[config.mk]
export PLATFORM = sky130hd
export DESIGN_NAME = clint_timer_master
export DESIGN_NICKNAME = d
export VERILOG_FILES = /design/src/rtl/clint_timer_master.sv
export SDC_FILE = /design/constraint.sdc
export NUM_CORES = 1
export LEC_CHECK = 0
export BUFFER_PORTS_ARGS = -buffer_cell sky130_fd_sc_hd__buf_2
export CAP_MARGIN = 20
export CELL_PAD_IN_SITES_DETAIL_PLACEMENT = 1
export CELL_PAD_IN_SITES_GLOBAL_PLACEMENT = 1
export CORE_MARGIN = 4
export CORE_UTILIZATION = 48
export DETAILED_ROUTE_END_ITERATION = 8
export PLACE_DENSITY_LB_ADDON = 0.12
export SLEW_MARGIN = 20
export SYNTH_ARGS = -nofsm -noshare
export SYNTH_HDL_FRONTEND = slang
export SYNTH_SLANG_ARGS = --single-unit
[constraint.sdc]
create_clock -name clk -period 4.74 [get_ports clk]
set_input_delay 0.711 -clock clk [delete_from_list [all_inputs] [get_ports clk]]
set_output_delay 0.711 -clock clk [all_outputs]
set_load 0.02 [all_outputs]
[src/rtl/clint_timer_master.sv]
// clint_timer_master
//   Bus initiator that performs high-level timer/IPI commands on a CLINT
//   slave port: coherent 64-bit mtime read, arm/disarm of a hart's
//   mtimecmp relative to the current time, and msip set/clear.
//
// Ports
//   clk, reset               clock, asynchronous active-low reset
//   cmd_valid/cmd_ready      command handshake (one command at a time)
//   cmd_op/cmd_hart/cmd_arg  0 READ_TIME, 1 ARM(delta), 2 DISARM, 3 SET_IPI(bit0)
//   rsp_valid/rsp_err/rsp_time  one-cycle completion pulse with result
//   m_valid/m_address/m_wdata/m_wstrb  bus request (wstrb 0 = read)
//   m_rdata/m_ready          bus response
//
// state  | meaning
// -------+----------------------------------------------------------
// IDLE   | waiting for a command, cmd_ready high
// ISSUE  | bus request held until the slave answers
// DRAIN  | request dropped, waiting for the slave's ready to fall
// DONE   | one-cycle response pulse
module clint_timer_master #(
  parameter int                ADDR_W     = 32,
  parameter int                DATA_W     = 32,
  parameter int                N_CORES    = 1,
  parameter logic [ADDR_W-1:0] CLINT_BASE = 'h0200_0000,
  parameter int                TIMEOUT    = 255,
  parameter int                MAX_RETRY  = 3,
  localparam int               HART_W     = (N_CORES > 1) ? $clog2(N_CORES) : 1
) (
  input  logic                clk,
  input  logic                reset,
  input  logic                cmd_valid,
  output logic                cmd_ready,
  input  logic [1:0]          cmd_op,
  input  logic [HART_W-1:0]   cmd_hart,
  input  logic [63:0]         cmd_arg,
  output logic                rsp_valid,
  output logic                rsp_err,
  output logic [63:0]         rsp_time,
  output logic                m_valid,
  output logic [ADDR_W-1:0]   m_address,
  output logic [DATA_W-1:0]   m_wdata,
  output logic [DATA_W/8-1:0] m_wstrb,
  input  logic [DATA_W-1:0]   m_rdata,
  input  logic                m_ready
);

  localparam int TMR_W = (TIMEOUT > 1) ? $clog2(TIMEOUT) : 1;
  localparam int RTY_W = (MAX_RETRY > 0) ? $clog2(MAX_RETRY + 1) : 1;
  localparam logic [TMR_W-1:0] TMR_LOAD = TMR_W'(TIMEOUT - 1);

  localparam logic [1:0] OP_READ   = 2'd0;
  localparam logic [1:0] OP_ARM    = 2'd1;
  localparam logic [1:0] OP_DISARM = 2'd2;
  localparam logic [1:0] OP_IPI    = 2'd3;

  localparam logic [31:0] OFF_MTIME_LO = 32'h0000_BFF8;
  localparam logic [31:0] OFF_MTIME_HI = 32'h0000_BFFC;
  localparam logic [31:0] OFF_MTIMECMP = 32'h0000_4000;

  typedef enum logic [1:0] {ST_IDLE, ST_ISSUE, ST_DRAIN, ST_DONE} state_t;

  typedef enum logic [2:0] {
    SP_RD_HI1, SP_RD_LO, SP_RD_HI2,
    SP_WR_HI_MAX, SP_WR_LO, SP_WR_HI,
    SP_WR_LO_MAX, SP_WR_MSIP
  } step_t;

  state_t            state_q, state_nxt;
  step_t             step_q;
  logic [1:0]        op_q;
  logic [HART_W-1:0] hart_q;
  logic [63:0]       arg_q;
  logic [31:0]       h1_q, h2_q, lo_q;
  logic [63:0]       res_q;
  logic              err_q;
  logic [TMR_W-1:0]  tmr_q;
  logic [RTY_W-1:0]  retry_q;

  logic        hart_bad, tmr_zero, hi_match, retry_done, last_step, is_write;
  logic [31:0] offset, wdata, cmp_off, msip_off;

  assign hart_bad   = (32'(cmd_hart) >= 32'(N_CORES));
  assign tmr_zero   = (tmr_q == '0);
  assign hi_match   = (h2_q == h1_q);
  assign retry_done = (retry_q == RTY_W'(MAX_RETRY));
  assign cmp_off    = OFF_MTIMECMP + (32'(hart_q) << 3);
  assign msip_off   = 32'(hart_q) << 2;

  // Whether leaving DRAIN ends the command (no further bus step).
  always_comb begin
    last_step = 1'b0;
    case (step_q)
      SP_RD_HI2:                         last_step = hi_match ? (op_q != OP_ARM) : retry_done;
      SP_WR_HI, SP_WR_LO_MAX, SP_WR_MSIP: last_step = 1'b1;
      default:                           last_step = 1'b0;
    endcase
  end

  // Bus step decode.
  always_comb begin
    offset   = 32'h0;
    wdata    = 32'h0;
    is_write = 1'b1;
    case (step_q)
      SP_RD_HI1, SP_RD_HI2: begin offset = OFF_MTIME_HI; is_write = 1'b0; end
      SP_RD_LO:             begin offset = OFF_MTIME_LO; is_write = 1'b0; end
      SP_WR_HI_MAX:         begin offset = cmp_off + 32'd4; wdata = 32'hFFFF_FFFF; end
      SP_WR_LO:             begin offset = cmp_off;         wdata = res_q[31:0]; end
      SP_WR_HI:             begin offset = cmp_off + 32'd4; wdata = res_q[63:32]; end
      SP_WR_LO_MAX:         begin offset = cmp_off;         wdata = 32'hFFFF_FFFF; end
      SP_WR_MSIP:           begin offset = msip_off;        wdata = {31'b0, arg_q[0]}; end
      default:              begin offset = 32'h0; wdata = 32'h0; end
    endcase
  end

  // State register
  always_ff @(posedge clk or negedge reset) begin
    if (!reset) state_q <= ST_IDLE;
    else        state_q <= state_nxt;
  end

  // Next state
  always_comb begin
    state_nxt = state_q;
    case (state_q)
      ST_IDLE:  if (cmd_valid) state_nxt = hart_bad ? ST_DONE : ST_ISSUE;
      ST_ISSUE: if (m_ready) state_nxt = ST_DRAIN;
                else if (tmr_zero) state_nxt = ST_DONE;
      ST_DRAIN: if (!m_ready) state_nxt = last_step ? ST_DONE : ST_ISSUE;
                else if (tmr_zero) state_nxt = ST_DONE;
      ST_DONE:  state_nxt = ST_IDLE;
      default:  state_nxt = ST_IDLE;
    endcase
  end

  // Outputs
  always_comb begin
    cmd_ready = 1'b0;
    rsp_valid = 1'b0;
    rsp_err   = 1'b0;
    rsp_time  = 64'h0;
    m_valid   = 1'b0;
    m_address = '0;
    m_wdata   = '0;
    m_wstrb   = '0;
    case (state_q)
      ST_IDLE:  cmd_ready = 1'b1;
      ST_ISSUE: begin
        m_valid   = 1'b1;
        m_address = CLINT_BASE + ADDR_W'(offset);
        if (is_write) begin
          m_wdata = DATA_W'(wdata);
          m_wstrb = '1;
        end
      end
      ST_DONE: begin
        rsp_valid = 1'b1;
        rsp_err   = err_q;
        rsp_time  = res_q;
      end
      default: ;
    endcase
  end

  // Command datapath: step sequencing, captured read data, phase timer.
  always_ff @(posedge clk or negedge reset) begin
    if (!reset) begin
      step_q  <= SP_RD_HI1;
      op_q    <= OP_READ;
      hart_q  <= '0;
      arg_q   <= 64'h0;
      h1_q    <= 32'h0;
      h2_q    <= 32'h0;
      lo_q    <= 32'h0;
      res_q   <= 64'h0;
      err_q   <= 1'b0;
      tmr_q   <= TMR_LOAD;
      retry_q <= '0;
    end else begin
      case (state_q)
        ST_IDLE: if (cmd_valid) begin
          op_q    <= cmd_op;
          hart_q  <= cmd_hart;
          arg_q   <= cmd_arg;
          res_q   <= 64'h0;
          err_q   <= hart_bad;
          retry_q <= '0;
          tmr_q   <= TMR_LOAD;
          case (cmd_op)
            OP_DISARM: step_q <= SP_WR_HI_MAX;
            OP_IPI:    step_q <= SP_WR_MSIP;
            default:   step_q <= SP_RD_HI1;
          endcase
        end
        ST_ISSUE: begin
          if (m_ready) begin
            tmr_q <= TMR_LOAD;
            case (step_q)
              SP_RD_HI1: h1_q <= m_rdata[31:0];
              SP_RD_LO:  lo_q <= m_rdata[31:0];
              SP_RD_HI2: h2_q <= m_rdata[31:0];
              default: ;
            endcase
          end else if (tmr_zero) begin
            err_q <= 1'b1;
            res_q <= 64'h0;
          end else begin
            tmr_q <= tmr_q - 1'b1;
          end
        end
        ST_DRAIN: begin
          if (!m_ready) begin
            tmr_q <= TMR_LOAD;
            case (step_q)
              SP_RD_HI1: step_q <= SP_RD_LO;
              SP_RD_LO:  step_q <= SP_RD_HI2;
              SP_RD_HI2: begin
                if (hi_match) begin
                  if (op_q == OP_ARM) begin
                    step_q <= SP_WR_HI_MAX;
                    res_q  <= {h1_q, lo_q} + arg_q;
                  end else begin
                    res_q <= {h1_q, lo_q};
                  end
                end else if (retry_done) begin
                  err_q <= 1'b1;
                  res_q <= 64'h0;
                end else begin
                  // mtime carried into hi between reads: redo lo/hi pair
                  retry_q <= retry_q + 1'b1;
                  h1_q    <= h2_q;
                  step_q  <= SP_RD_LO;
                end
              end
              SP_WR_HI_MAX: step_q <= (op_q == OP_ARM) ? SP_WR_LO : SP_WR_LO_MAX;
              SP_WR_LO:     step_q <= SP_WR_HI;
              SP_WR_LO_MAX: res_q  <= 64'hFFFF_FFFF_FFFF_FFFF;
              default: ;
            endcase
          end else if (tmr_zero) begin
            err_q <= 1'b1;
            res_q <= 64'h0;
          end else begin
            tmr_q <= tmr_q - 1'b1;
          end
        end
        default: ;
      endcase
    end
  end

endmodule

==> results of run 1 <==
[worst max-delay path by stage]
stage / startpoint / end
6_report: step_q[1] / m_wdata[16]
5_1_grt: step_q[1] / m_wdata[19]
4_1_cts: step_q[1] / m_wdata[19]
3_5_place_dp: arg_q[0] / res_q[20]
3_3_place_gp: arg_q[0] / res_q[36]
2_1_floorplan: arg_q[0] / res_q[60]
[report_power, final]
part	switching, W	internal (W)	total (W)
combinational	0.00568	0.00330	0.00898
clock	0.000936	0.00144	0.00238
sequential	0.000971	0.00283	0.00380
[logic make-up after synthesis]
family          synth area share, %
compound gates                 20.0
xor+xnor                       4.66
fa+ha+maj                      5.54
buf+inv                        4.84
flops                          37.7
mux                            11.7
other cells                  0.0232
simple gates                   15.6
[worst max-delay path, cell delays in order, from the launching register on]
cell	delay (ns)
dfrtp_1	0.95
nand2_1	0.90
nand2_1	0.30
nand2_1	0.10
a21oi_1	0.29
buf_2	0.24
[flip-flops by register name (all words and copies together) (netlist names), 2 cells and up]
register	flops
arg_q	64
res_q	64
h1_q	32
h2_q	32
lo_q	32
tmr_q	8
step_q	3
op_q	2
retry_q	2
state_q	2
[per-layer routing]
| layer | up-vias | wire (µm) | track usage (%) |
|---|---|---|---|
| met2 | 562 | 27800 | 52.4 |
| met1 | 7498 | 26900 | 46.9 |
| met3 | 103 | 4710 | 5.79 |
| met4 | 0 | 2170 | 9.75 |
| met5 | - | 0 | 0.137 |
| li1 | 6749 | - | - |
[metrics by stage]
step | util [%] | power, W | hold slack [ns]
global route | 56.4 | 0.0161 | 0.293
finish | 56.4 | 0.0152 | 0.219
detailed placement | 53.3 | 0.0126 | 0.486
global placement | 53.3 | 0.0123 | 0.488
CTS | 56.3 | 0.0150 | 0.256
floorplan | - | 0.00970 | 0.415
[cell usage in the layout, fill, tap and decap left out, drive strengths merged, types with 7 or more instances in the layout]
| cell type | netlist | layout |
|---|---|---|
| a211oi | 8 | 8 |
| a21o | 32 | 32 |
| a21oi | 178 | 178 |
| a221o | 11 | 11 |
| a221oi | 12 | 12 |
| a31oi | 16 | 16 |
| and2 | 70 | 70 |
| and3 | 8 | 8 |
| buf | 50 | 252 |
| clkbuf | 106 | 37 |
| clkinv | 0 | 9 |
| conb | 1 | 17 |
| dfrtp | 236 | 236 |
| dfstp | 7 | 7 |
| ha | 70 | 70 |
| inv | 19 | 20 |
| mux2 | 134 | 134 |
| mux2i | 38 | 38 |
| nand2 | 275 | 275 |
| nand2b | 11 | 11 |
| nand3 | 24 | 24 |
| nand4 | 37 | 37 |
| nor2 | 59 | 59 |
| nor2b | 8 | 8 |
| nor3 | 18 | 18 |
| nor4 | 9 | 9 |
| o21a | 13 | 13 |
| o21ai | 169 | 169 |
| o21bai | 18 | 18 |
| o221ai | 13 | 13 |
| or2 | 7 | 7 |
| or3 | 8 | 8 |
| xnor2 | 61 | 61 |
| xor2 | 25 | 25 |
[cell type report]
type / count / area [µm²]
Timing Repair Buffer: 252 / 1380
Clock inverter: 15 / 189
Multi-Input combinational cell: 1417 / 9420
Tap cell: 442 / 553
Fill cell: 3909 / 14300
Inverter: 19 / 71.3
Sequential cell: 243 / 6090
Clock buffer: 37 / 826
==> impl_metrics.yaml, run 1 <==
critical_path:
  cp-end-kind: "primary output"
  r2r_start: "arg_q[0]"
  worstPathMaxFanout: 31
  cp-start-kind: "flip-flop"
  arrival_ns: 3.35
  reg2reg_slack_ns: 0.97
  rr_worst_depth: 12
  worstPathRequired_ns: 4.03
  crit_type: "flip-flop to primary output"
  rr_endpoint: "res_q[20]"
synthesis:
  ys.warnings.count: 0
  yosysUniqueCellTypes: 73
  synth_common_cells: "274 x nand2_1, 236 x dfrtp_1, 176 x a21oi_1"
  synth_seq_area_share_pct: 37.7
  netlist_instances: 1819
  synth_edf_count: 0
  synthTopCellsByArea: "dfrtp_1 37%, mux2_2 9.3%, nand2_1 6.4%, a21oi_1 5.4%, ha_1 5.4%"
  yosysTopAreaCell: "dfrtp_1"
  synth_flop_cell: "dfrtp_1"
  synthArstFlopShare_pct: 100
  synth_most_common_cell: "nand2_1"
  synth_area_mm2: 0.0162
  synth_top_cell_area_share_pct: 36.5
  ys_seq_elements: 243
  synth_area_per_cell_um2: 8.89
route:
  drt_iter0_markers: 1177
  route.detailed.drc: 0
  wirelength_mm: 61.6
  wl_per_cell_um: 25.4
  ant_nets: 0
  vias: 14912
  drtPass1Iterations: 5
  avgViaCountPerCell: 6.15
timing:
  period_minus_slack_ns: 4.06
  timing.final.ws_setup_ns: 0.676
  clock_skew_ns: 0.0165
  setup_tns_ns: 0
  rsz0062_at_grt: "false"
  max_slew_margin_pct: 27.7
  post-route-period-util_pct: 85.7
  worst_slew_pin_slew_ns: 1.08
  maxSlewViolCount: 0
  final_hold_viol_count: 0
  finalSetupViolations: 0
  fmaxAchievable_mhz: 246
placement:
  place_inst: 2372
  place_area_mm2: 0.0175
  dpl.hpwl_mm: 47.0
  dp_slack_ns: 1.05
  gp_congestion: 0.938
  io_buffers: 221
min_path:
  hold_class: "primary input to async pin"
layout:
  final_nets: 2136
  stdcell_count: 2425
  n_antenna_cell: 0
  area_growth_syn_to_layout_pct: 14.6
  drive_above_1_share_pct: 23.8
  stdcell_area_mm2: 0.0185
cts:
  ctsResizeCount: 0
  cts_buffer_depth: 3
  cts.sinks: 243
  cts_root_buf: "clkbuf_16"
  cts_buffers: 29
  cts_hold_buf: 0
  clkTransAtPathRegs_ns: 0.06
  cts_tree: "built"
  post_cts_buffers: 0
  clk_latency_ns: 0.58
  htree_levels: 1
grt:
  grt.overflow.total: 0
  grt_pass1_vias: 15201
  grt_max_degree: 111
  grt_use_total_pct: 33.2
  grt_pass1_wl_mm: 93.4
  antenna_found_initial: 0
power_and_ir_drop:
  p_per_area_mw_per_mm2: 818
  leakagePower_nw: 8.69
  ir_worst_vdd_v: 0.000462
flow_run:
  maxCapViolations: 0
run_status:
  outcome: "finished, final reports clean"
floorplan:
  fp.dieW_um: 192
  rows: 66
  die_h_um: 192
  dieArea_mm2: 0.0367
  ios: 239
  core-area_mm2: 0.0329
  initial_utilization_pct: 49.2
No activity file was read; power rests on OpenSTA's default activity.
==> run 2: changes to the inputs <==
--- a/config.mk
+++ b/config.mk
@@ -5,12 +5,13 @@
 export SDC_FILE = /design/constraint.sdc
 export NUM_CORES = 1
 export LEC_CHECK = 0
+export ABC_AREA = 1
 export BUFFER_PORTS_ARGS = -buffer_cell sky130_fd_sc_hd__buf_2
 export CAP_MARGIN = 20
 export CELL_PAD_IN_SITES_DETAIL_PLACEMENT = 1
 export CELL_PAD_IN_SITES_GLOBAL_PLACEMENT = 1
 export CORE_MARGIN = 4
-export CORE_UTILIZATION = 48
+export CORE_UTILIZATION = 44
 export DETAILED_ROUTE_END_ITERATION = 8
 export PLACE_DENSITY_LB_ADDON = 0.12
 export SLEW_MARGIN = 20
==> constraint.sdc (replaced) <==
create_clock -name clk -period 4.74 [get_ports clk]
set_input_delay 0.948 -clock clk [delete_from_list [all_inputs] [get_ports clk]]
set_output_delay 0.948 -clock clk [all_outputs]
set_load 0.02 [all_outputs]
==> run 2 against run 1 <==
Flip-flop and latch count is the same; wire length grew 37%; clock skew grew 0.0028 ns; final cell count grew 70%; sequential share of layout area shrank 5.5 points; synthesized area grew 22%; worst hold slack gained 0.18 ns; highest routed layer unchanged; via count grew 48%.
==> impl_metrics.yaml, run 2 <==
run_status:
  outcome: "finished, final reports clean"
layout:
  final_common_cell: "nand2_1"
  final_nets: 3678
  top_regs: "arg_q: 64 flops, res_q: 64 flops"
  stdcell_count: 4117
  area_growth_syn_to_layout_pct: 12.5
  layout_common_cells: "1,536 x nand2_1, 556 x inv_1, 272 x nand3_1, 235 x dfrtp_1, 220 x buf_2"
  fill_cells: 6359
  drive_above_1_share_pct: 9.40
placement:
  place_inst: 4063
  gp_congestion: 0.961
  io_buffers: 221
  dpl.hpwl_mm: 66.6
synthesis:
  netlist_instances: 3368
  synth_seq_area_share_pct: 30.8
  synthTopCellsByArea: "dfrtp_1 30%, nand2_1 29%, inv_1 11%, nand3_1 6.9%, ha_1 4.4%"
  synth_top_cell_area_share_pct: 29.8
  synth_most_common_cell: "nand2_1"
  synth_area_per_cell_um2: 5.88
  synth_flop_cell: "dfrtp_1"
  synthArstFlopShare_pct: 100
  synth_common_cells: "1,541 x nand2_1, 557 x inv_1, 272 x nand3_1"
  synth_edf_count: 0
  yosysUniqueCellTypes: 43
  yosysTopAreaCell: "dfrtp_1"
  ys.warnings.count: 0
  synth_area_mm2: 0.0198
  ys_seq_elements: 243
route:
  drt_iter0_markers: 1728
  wl_per_cell_um: 20.6
  vias: 22054
  route.detailed.drc: 0
  avgViaCountPerCell: 5.36
  wirelength_mm: 84.7
  drtPass1Iterations: 5
  ant_nets: 0
grt:
  grt_max_degree: 117
  grt_pass1_wl_mm: 128
  grt_pass1_vias: 22437
  antenna_found_initial: 5
  grt_use_total_pct: 34.2
  grt.overflow.total: 0
cts:
  cts_buffers: 31
  clkTransAtPathRegs_ns: 0.05
  ctsResizeCount: 0
  cts_root_buf: "clkbuf_16"
  cts.sinks: 243
  cts_tree: "built"
  cts_buffer_depth: 3
  clk_latency_ns: 0.59
  cts_hold_buf: 0
  htree_levels: 1
  post_cts_buffers: 0
timing:
  final_hold_viol_count: 0
  setup_tns_ns: 0
  post-route-period-util_pct: 80.8
  worst_slew_pin_slew_ns: 1.11
  period_minus_slack_ns: 3.83
  rsz0062_at_grt: "false"
  holdWs_ns: 0.404
  clock_skew_ns: 0.0193
  max_slew_margin_pct: 26.0
  fmaxAchievable_mhz: 261
  finalSetupViolations: 0
  maxSlewViolCount: 0
critical_path:
  critical_path_buf_inv_count: 3
  path_depth: 7
  slowest_delay_ns: 0.85
  endpoint: "m_wdata[15]"
  startpoint: "step_q[0]"
  arrival_ns: 2.88
  cp-end-kind: "primary output"
  rr_worst_depth: 13
  r2r_start: "state_q[1]"
  rr_endpoint: "res_q[7]"
  worstPathMaxFanout: 26
  cp-start-kind: "flip-flop"
  cp_slowest_cell: "nor2_2"
  critical_path.top_delay_family: "simple AND/OR/NAND/NOR gates"
  reg2reg_slack_ns: 1.37
  worstPathRequired_ns: 3.79
  crit_type: "flip-flop to primary output"
  path_cells: "inv_1 -> nor2_2 -> nand3_1 -> nand3_1 -> nand2_1 -> inv_1 -> buf_2"
power_and_ir_drop:
  ir_worst_vdd_v: 0.000506
  p_per_area_mw_per_mm2: 672
  leakagePower_nw: 14.0
min_path:
  hold_class: "primary input to async pin"
floorplan:
  dieArea_mm2: 0.0485
  rows: 77
  core-area_mm2: 0.0443
  die_h_um: 220
  initial_utilization_pct: 44.7
  fp.dieW_um: 220
  ios: 239
flow_run:
  maxCapViolations: 0
==> run 2: cell types whose count changed after synthesis, sizes merged, moves of 38 or more <==
cell and change:
mux2 -134, nor2 +75, xnor2 -54, inv +541, nand3 +248, a21oi -122, mux2i -38, nand2 +1267
and2 -69
==> run 2: logic make-up after synthesis <==
family	Yosys count	share of synthesized area [%]
AOI/OAI and AO/OA	224	5.93
other	1	0.0189
buffers and inverters	723	14.5
adders and majority gates	71	4.52
DFF	243	30.8
xor gates and xnor gates	46	2.03
and+or+nand+nor	2060	42.2
==> run 2: routing by layer <==
layer  GRT usage, %  vias up  wire [µm]
met4           16.1        0       4800
li1               -    10473          -
met5              0        -          0
met3           5.27      197       6240
met1           44.4    10665      34500
met2           56.3      719      39100
==> run 2: how the worst min path moves through the flow <==
stage | startpoint | to | depth (start not counted)
floorplan | tmr_q[0] | tmr_q[0] | 1
CTS | reset | arg_q[19] | 1
finish | reset | arg_q[20] | 1
global route | reset | arg_q[19] | 1
global placement | tmr_q[0] | tmr_q[0] | 1
detailed placement | tmr_q[0] | tmr_q[0] | 1
==> run 2: area by class of cell <==
type | instances | area (µm²) | share of cell area (%)
Inverter | 562 | 2110 | 9.47
Multi-Input combinational cell | 2418 | 11000 | 49.3
Clock buffer | 46 | 892 | 4.00
Tap cell | 592 | 741 | 3.32
Antenna cell | 3 | 7.51 | 0.0337
Clock inverter | 5 | 103 | 0.460
Sequential cell | 243 | 6090 | 27.3
Timing Repair Buffer | 248 | 1360 | 6.09
==> run 2: metrics by stage <==
stage / utilization (%) / instance area [µm²] / power, W / setup WS [ns]
after floorplan: - / 19900 / 0.00948 / 1.72
after global placement: 48.0 / 21300 / 0.0121 / 1.41
after detailed placement: 48.0 / 21300 / 0.0124 / 1.26
after CTS: 50.2 / 22300 / 0.0149 / 1.01
after global routing: 50.3 / 22300 / 0.0161 / 0.801
final: 50.3 / 22300 / 0.0150 / 0.910
==> run 2: power breakdown <==
group          switching [W]  internal [W]
combinational        0.00627       0.00260
sequential          0.000886       0.00281
clock               0.000972       0.00144
total                0.00813       0.00685
